--- src/rtl/freq_display.sv ---
// Binary-to-BCD conversion of the measured frequency and a multiplexed,
// common-anode six-digit seven-segment driver with leading-zero blanking.
module freq_display #(
  parameter int unsigned SCAN_DIV = 2000
) (
  input  logic        clk_sys,
  input  logic        rst,
  input  logic [19:0] freq_value,
  output logic [7:0]  seg_n,
  output logic [5:0]  dig_n,
  output logic        ovf,
  output logic        busy,
  output logic        upd
);

  typedef enum logic [1:0] {IDLE, SHIFT, DONE} state_t;

  localparam logic [19:0] MAX_SHOWN = 20'd999999;
  localparam logic [15:0] PRE_LAST  = 16'(SCAN_DIV - 1);

  state_t      state;
  logic [19:0] last_val;
  logic [19:0] sh;
  logic [23:0] bcd;
  logic [23:0] bcd_adj;
  logic [4:0]  it;
  logic [23:0] disp;
  logic        ovf_next;
  logic [15:0] pre;
  logic [2:0]  idx;
  logic [3:0]  digit;
  logic [23:0] disp_hi;
  logic        blank;
  logic [7:0]  seg_pat;

  // NOTE: every variable gets a default before any conditional update so the
  // block stays purely combinational and no latch is inferred.
  always_comb begin
    bcd_adj = bcd;
    for (int n = 0; n < 6; n++) begin
      if (bcd[4*n +: 4] >= 4'd5) bcd_adj[4*n +: 4] = bcd[4*n +: 4] + 4'd3;
    end
  end

  // NOTE: sequential state uses non-blocking assignments so all registers
  // update together at the edge regardless of statement order.
  always_ff @(posedge clk_sys) begin
    if (rst) begin
      state    <= IDLE;
      last_val <= '0;
      sh       <= '0;
      bcd      <= '0;
      it       <= '0;
      disp     <= '0;
      ovf      <= 1'b0;
      ovf_next <= 1'b0;
      upd      <= 1'b0;
    end else begin
      upd <= 1'b0;
      case (state)
        IDLE: begin
          if (freq_value != last_val) begin
            last_val <= freq_value;
            sh       <= (freq_value > MAX_SHOWN) ? MAX_SHOWN : freq_value;
            ovf_next <= (freq_value > MAX_SHOWN);
            bcd      <= '0;
            it       <= '0;
            state    <= SHIFT;
          end
        end
        SHIFT: begin
          {bcd, sh} <= {bcd_adj[22:0], sh, 1'b0};
          it        <= it + 5'd1;
          if (it == 5'd19) state <= DONE;
        end
        DONE: begin
          // The latch is written in one go so a half-converted value is never shown.
          disp  <= bcd;
          ovf   <= ovf_next;
          upd   <= 1'b1;
          state <= IDLE;
        end
        default: state <= IDLE;
      endcase
    end
  end

  assign busy = (state != IDLE);

  always_comb begin
    digit   = disp[{idx, 2'b00} +: 4];
    disp_hi = disp >> {idx, 2'b00};
    // A slot is blank only when it and every more significant digit are zero.
    blank   = (idx != 3'd0) && (disp_hi == 24'd0);
    case (digit)
      4'd0:    seg_pat = 8'hC0;
      4'd1:    seg_pat = 8'hF9;
      4'd2:    seg_pat = 8'hA4;
      4'd3:    seg_pat = 8'hB0;
      4'd4:    seg_pat = 8'h99;
      4'd5:    seg_pat = 8'h92;
      4'd6:    seg_pat = 8'h82;
      4'd7:    seg_pat = 8'hF8;
      4'd8:    seg_pat = 8'h80;
      4'd9:    seg_pat = 8'h90;
      default: seg_pat = 8'hBF;
    endcase
  end

  always_ff @(posedge clk_sys) begin
    if (rst) begin
      pre   <= '0;
      idx   <= '0;
      seg_n <= 8'hFF;
      dig_n <= 6'h3F;
    end else begin
      if (pre == PRE_LAST) begin
        pre <= '0;
        idx <= (idx == 3'd5) ? 3'd0 : idx + 3'd1;
      end else begin
        pre <= pre + 16'd1;
      end
      seg_n <= blank ? 8'hFF : seg_pat;
      dig_n <= ~(6'b000001 << idx);
    end
  end

endmodule

--- config.mk ---
export PLATFORM = sky130hd
export DESIGN_NAME = freq_display
export DESIGN_NICKNAME = d
export VERILOG_FILES = /design/src/rtl/freq_display.sv
export SDC_FILE = /design/constraint.sdc
export NUM_CORES = 1
export LEC_CHECK = 0
export CORE_UTILIZATION = 57
export DETAILED_ROUTE_END_ITERATION = 8
export PLACE_DENSITY = 0.77
export SYNTH_ARGS = -nofsm -noshare
export SYNTH_HDL_FRONTEND = slang
export SYNTH_SLANG_ARGS = --single-unit
--- constraint.sdc ---
create_clock -name clk_sys -period 7 [get_ports clk_sys]
set_input_delay 2.1 -clock clk_sys [delete_from_list [all_inputs] [get_ports clk_sys]]
set_output_delay 2.1 -clock clk_sys [all_outputs]
set_load 0.02 [all_outputs]
* After elaboration in Yosys (flattened, before gate mapping)
Memory sizes are Yosys's and may differ from the RTL's. A register that Yosys moved wholly into a read port is not among the register bits.
Index checks and enable logic that the tools add are counted.
** Word-level totals
- Bits in registers :: 131
- ROM bits :: 112
- Input bits :: 22
- Output and inout port bits :: 17
- Logic and storage cells :: 71
- Memories kept :: 1
** Operators by class
- Add/sub/neg operators :: 9
- Order comparisons :: 7
- Eq/ne operators :: 8
- Shift operators :: 3
- Mux-type cells :: 18
- Bitwise operators :: 1
- Reduce and logical (&&, ||, !) cells :: 11
** Memory list
- (name not given) :: depth 16, bits a word 7, read ports 1, clocked after memory_dff 1, write ports 0, RTL line 95 : case (digit)
** Operators by type and width (count)
- $pmux W24 S2 :: 1
- $mux W20 :: 2
- $pmux W20 S2 :: 1
- $ge A4 B3 Y1 const B :: 6
- $logic_not A24 Y1 :: 1
- $mux W24 :: 1
- $shiftx A24 B6 Y4 :: 1
- $shr A24 B5 Y24 :: 1
- $add A4 B2 Y4 const B :: 5
- $gt A20 B20 Y1 const B :: 1
- $mux W4 :: 5
- $ne A20 B20 Y1 :: 1
- $add A16 B1 Y16 const B :: 1
- $eq A16 B11 Y1 const B :: 1
- $pmux W5 S2 :: 1
- $mux W3 :: 2
- $not A6 Y6 :: 1
- $reduce_and A2 Y1 :: 3
- $shl A1 B3 Y6 const A :: 1
- $add A5 B1 Y5 const B :: 1
- $eq A5 B5 Y1 const B :: 1
- $mux W5 :: 1
- $mux W2 :: 2
- $ne A2 B2 Y1 const B :: 2
- 12 further kinds :: 14

* Depth between registers and ports, before layout
- Word-level depth :: 4
- Depth in mapped cells :: 9

* Worst setup path after synthesis
Ideal clock, no wire load.
- Kind :: input port to flip-flop
- From :: input port freq_value[4]
- To :: register last_val[10]
- Library setup time :: 132 ps
- Data arrival time :: 3455 ps
- Required time :: 6868 ps
- Path slack :: 3413 ps
- Stages :: 8
- Path through :: xnor2_1 -> nand4_1 -> nor3_1 -> a21oi_1 -> buf_2 -> clkbuf_1 -> nand2_1 -> a21oi_1
** On the way
- Word-level cells in the longest chain between the ends :: 2
** RTL lines
- from (decl) :: RTL line 8 : input logic [19:0] freq_value,
- $ne A20 B20 Y1 :: RTL line 62 : if (freq_value != last_val) begin
- $reduce_and A2 Y1 (no source line)
- to (signal assigned) :: RTL line 63 : last_val <= freq_value;
- to (decl) :: RTL line 22 : logic [19:0] last_val;
No other way between the ends.
A chain may end at the register's enable or synchronous reset.

* Worst setup path after layout
- From :: input port freq_value[11]
- To :: register sh[18]
** On the way
- Word-level cells in the longest chain between the ends :: 4
- Elaborated cells on any way between the ends :: 7
- Classes of those cells :: order compare: 1; eq/ne: 2; mux: 3; reduce/logical: 1
** RTL lines
- $gt A20 B20 Y1 :: RTL line 64 : sh <= (freq_value > MAX_SHOWN) ? MAX_SHOWN : freq_value;
- $mux W20 :: RTL line 64
- $mux W20 :: RTL line 62
- $pmux W20 S2 :: RTL line 60 : case (state)
- to (signal assigned) :: RTL line 64
- to (signal assigned) :: RTL line 72 : {bcd, sh} <= {bcd_adj[22:0], sh, 1'b0};
- to (decl) :: RTL line 23 : logic [19:0] sh;
Several ways; a longest one is shown, not always the timed one. The select of a mux whose other input is x is not followed.

==> metrics.md <==
| Metric | Value |
|---|---|
| Outcome | complete, no violations |
| Final Slew Violations | 0 |
| H-tree depth | 4 |
| Psw | 0.400 mW |
| Fmax | 230 MHz |
| Layout cells sized above 1 | 9.14% |
| # Post-CTS Setup Buffers | 0 |
| Worst Hold Class | reg2reg |
| Startpoint types | input pin |
| Fin crit period | 4350 ps |
| Ranking of synthesized cells by area | dfxtp_1 (44%), nand2_1 (8.2%), a21oi_1 (6.9%) |
| Number of global-route vias before repair | 4653 |
| Clock root buffer master | clkbuf_8 |
| Hold path endpoint | pre[0] |
| I/O pins | 39 |
| Seq pwr share | 45.1% |
| Post-synthesis sequential area ratio | 43.9% |
| Final nets | 762 |
| Clk Latency, worst-skew pair | 520 ps |
| Most common cell in the netlist | dfxtp_1 |
| Setup-violating endpoint count in the final report | 0 |
| Post-synth top area share | 43.9% |
| CP Class | in2reg |
| Synth top cells by count | dfxtp_1 (130), nand2_1 (129), a21oi_1 (82) |
| Buffers on Ports | 37 |
| Inserted Clock Buffers | 17 |
| Power density over the cells | 250 nW/um2 |
| Worst Clk Skew | 8.33 ps |
| Hold path cells | 1 |
| WL/cell | 15.2 um |
| Core Util, Final | 69.4% |
| Clk pwr share | 48.6% |
| Final Hold Viols | 0 |
| Num rows | 36 |
| Clock tree from TritonCTS | done |
| Clk sinks | 130 |
| Mapped Area | 5920 um2 |
| Max_cap viols | 0 |
| Die width | 104 um |
| GPL Wtd Cong | 0.839 |
| Leakage | 2.50 nW |
| Crit end category | register |
| Starting Density | 59.8% |
| DRC | 0 |
| Net Count, Synth | 744 |
| Post-Syn Instances | 702 |
| Measured slew at the worst slew-check pin | 993 ps |
| Grt ovf | 0 |
| Fillers | 775 |
| Share of synthesized registers carrying an async set or reset | 0% |
| Die height | 104 um |
| Post-DRT Antenna Nets | 0 |
| Max transition margin | 33.8% |
| Iteration-0 DRC Markers | 326 |
| Largest net degree at the start of global routing | 53 |
| P&R area growth vs syn | 16.2% |
| Yosys reg bits | 130 |
| First-pass GRT wire length | 21.9 mm |
| R2r setup slk | 4090 ps |
| Antenna Cells | 0 |
| Tot GR Track Use | 25.0% |
| Synth cell types | 50 |
| Clk buf depth | 2 |
| Most used DFF post-synth | dfxtp_1 |
| DRT Wirelength | 13.1 mm |
| XOR/XNOR share of the synthesized area | 6.65% |
| Post-DR vias/cell | 5.78 |
| R2R Path End | seg_n[3] |
| Internal Dissipation | 1.32 mW |
| Synth area leader | dfxtp_1 |
| WP data required | 7400 ps |
| Sw Share | 23.3% |
| Yosys warns | 0 |
| Clock transition at path regs | 60 ps |
| Number of synthesized flops with an enable pin | 0 |
| Syn_area_per_cell | 8.44 um2 |
| Combinational Power Share | 6.3% |
| Post-Synth Adder-Cell Area | 4.22% |
| Worst Path Max Fanout | 28 |
| Crit path arrival time | 4760 ps |
| Mux contribution to synthesized area | 3.06% |
| Via count of the routed design | 5005 |
| Initial antenna violation count | 0 |
| Final worst-path cycle share | 62.2% |
| Post-CTS resize count | 0 |
| Hold path start | pre[0] |
| Largest family of logic cells by synthesized area | simple AND/OR/NAND/NOR gates |
| Post-Synth Simple-Gate Area | 19.9% |
| RSZ-0062 raised after global routing | no |
| Die area | 10800 um2 |
| Post-synthesis compound-gate area fraction | 17.7% |
| Core Region | 9910 um2 |
| Hold_buf cts | 0 |
| Sum of negative setup slack | 0 ps |
| DRT Pass-1 Iters | 5 |
| Worst reg2reg path startpoint | idx[0] |
| Half-perimeter wire length after detailed placement | 8.78 mm |
| Pwr Total | 1.72 mW |
| VDD IR max | 191 uV |
| R2R cell count | 7 |
-- cells by family after synthesis --
family,Yosys count
AND/OR/NAND/NOR,265
buffers and inverters,64
AO/OA/AOI/OAI,165
flip-flops,130
adder cells (fa/ha/maj),20
other,1
multiplexers,12
XOR/XNOR,45
-- sequential cells by signal (all words and copies together), names as in the netlist --
register	cells
ovf	1
pre	16
it	5
bcd	24
ovf_next	1
upd	1
sh	20
dig_n	6
last_val	20
seg_n	7
disp	24
state	2
idx	3
-- layer usage --
| layer | GRT usage (%) | routed length [um] |
|---|---|---|
| met1 | 31.8 | 5730 |
| met2 | 41.4 | 6410 |
| met3 | 5.26 | 804 |
| met4 | 9.80 | 199 |
| met5 | 0 | 0 |
-- area by class of cell --
type | instances | area (um2) | share of cell area, %
multi-input cells | 508 | 3060 | 44.5
flip-flops and latches | 130 | 2600 | 37.8
clock buffers | 18 | 428 | 6.22
repair buffers | 42 | 403 | 5.85
well taps | 133 | 166 | 2.42
clock inverters | 14 | 140 | 2.04
inverters | 21 | 78.8 | 1.15
-- stage by stage --
stage                     area, um2  instances  setup WS (ps)  hold slack, ps
after global routing           6880        866           2320             474
after detailed placement       6310        834           2150             439
after CTS                      6880        866           2660             447
after floorplan                5920        702           3410             413
final                          6880        866           2650             443
after global placement         6310        834           2270             423
-- cell usage in the layout, fill, tap and decap left out, types with 12 or more instances in the layout --
cell,n
dfxtp_1,130
nand2_1,129
a21oi_1,81
nor2_1,56
clkdlybuf4s50_1,36
xnor2_1,33
o21ai_0,31
a22o_1,21
inv_1,20
ha_1,20
clkbuf_16,16
nor3_1,13
xor2_1,12
-- how the worst max path moves through the flow --
stage                        start           end  cells past startpoint
finish              freq_value[11]        sh[18]                      7
global route        freq_value[11]        sh[18]                      7
CTS                 freq_value[11]        sh[18]                      7
detailed placement  freq_value[11]        sh[18]                      7
global placement    freq_value[14]        sh[18]                      7
floorplan            freq_value[4]  last_val[10]                      8
-- power groups by stage --
| stage | combinational (mW) | clock (mW) | sequential [mW] |
|---|---|---|---|
| detailed placement | 0.107 | 0 | 0.791 |
| floorplan | 0.0687 | 0 | 0.791 |
| finish | 0.109 | 0.836 | 0.776 |
| CTS | 0.108 | 0.844 | 0.776 |
| global route | 0.119 | 0.881 | 0.778 |
| global placement | 0.105 | 0 | 0.791 |
-- critical path, cell delays in order --
cell	delay (ps)
clkdlybuf4s50_1	580
xnor2_1	150
nand4_1	100
nor3_1	590
a21o_1	810
nor2_1	80
a2111oi_0	330
Note: power is estimated with default switching activity, not from simulation.
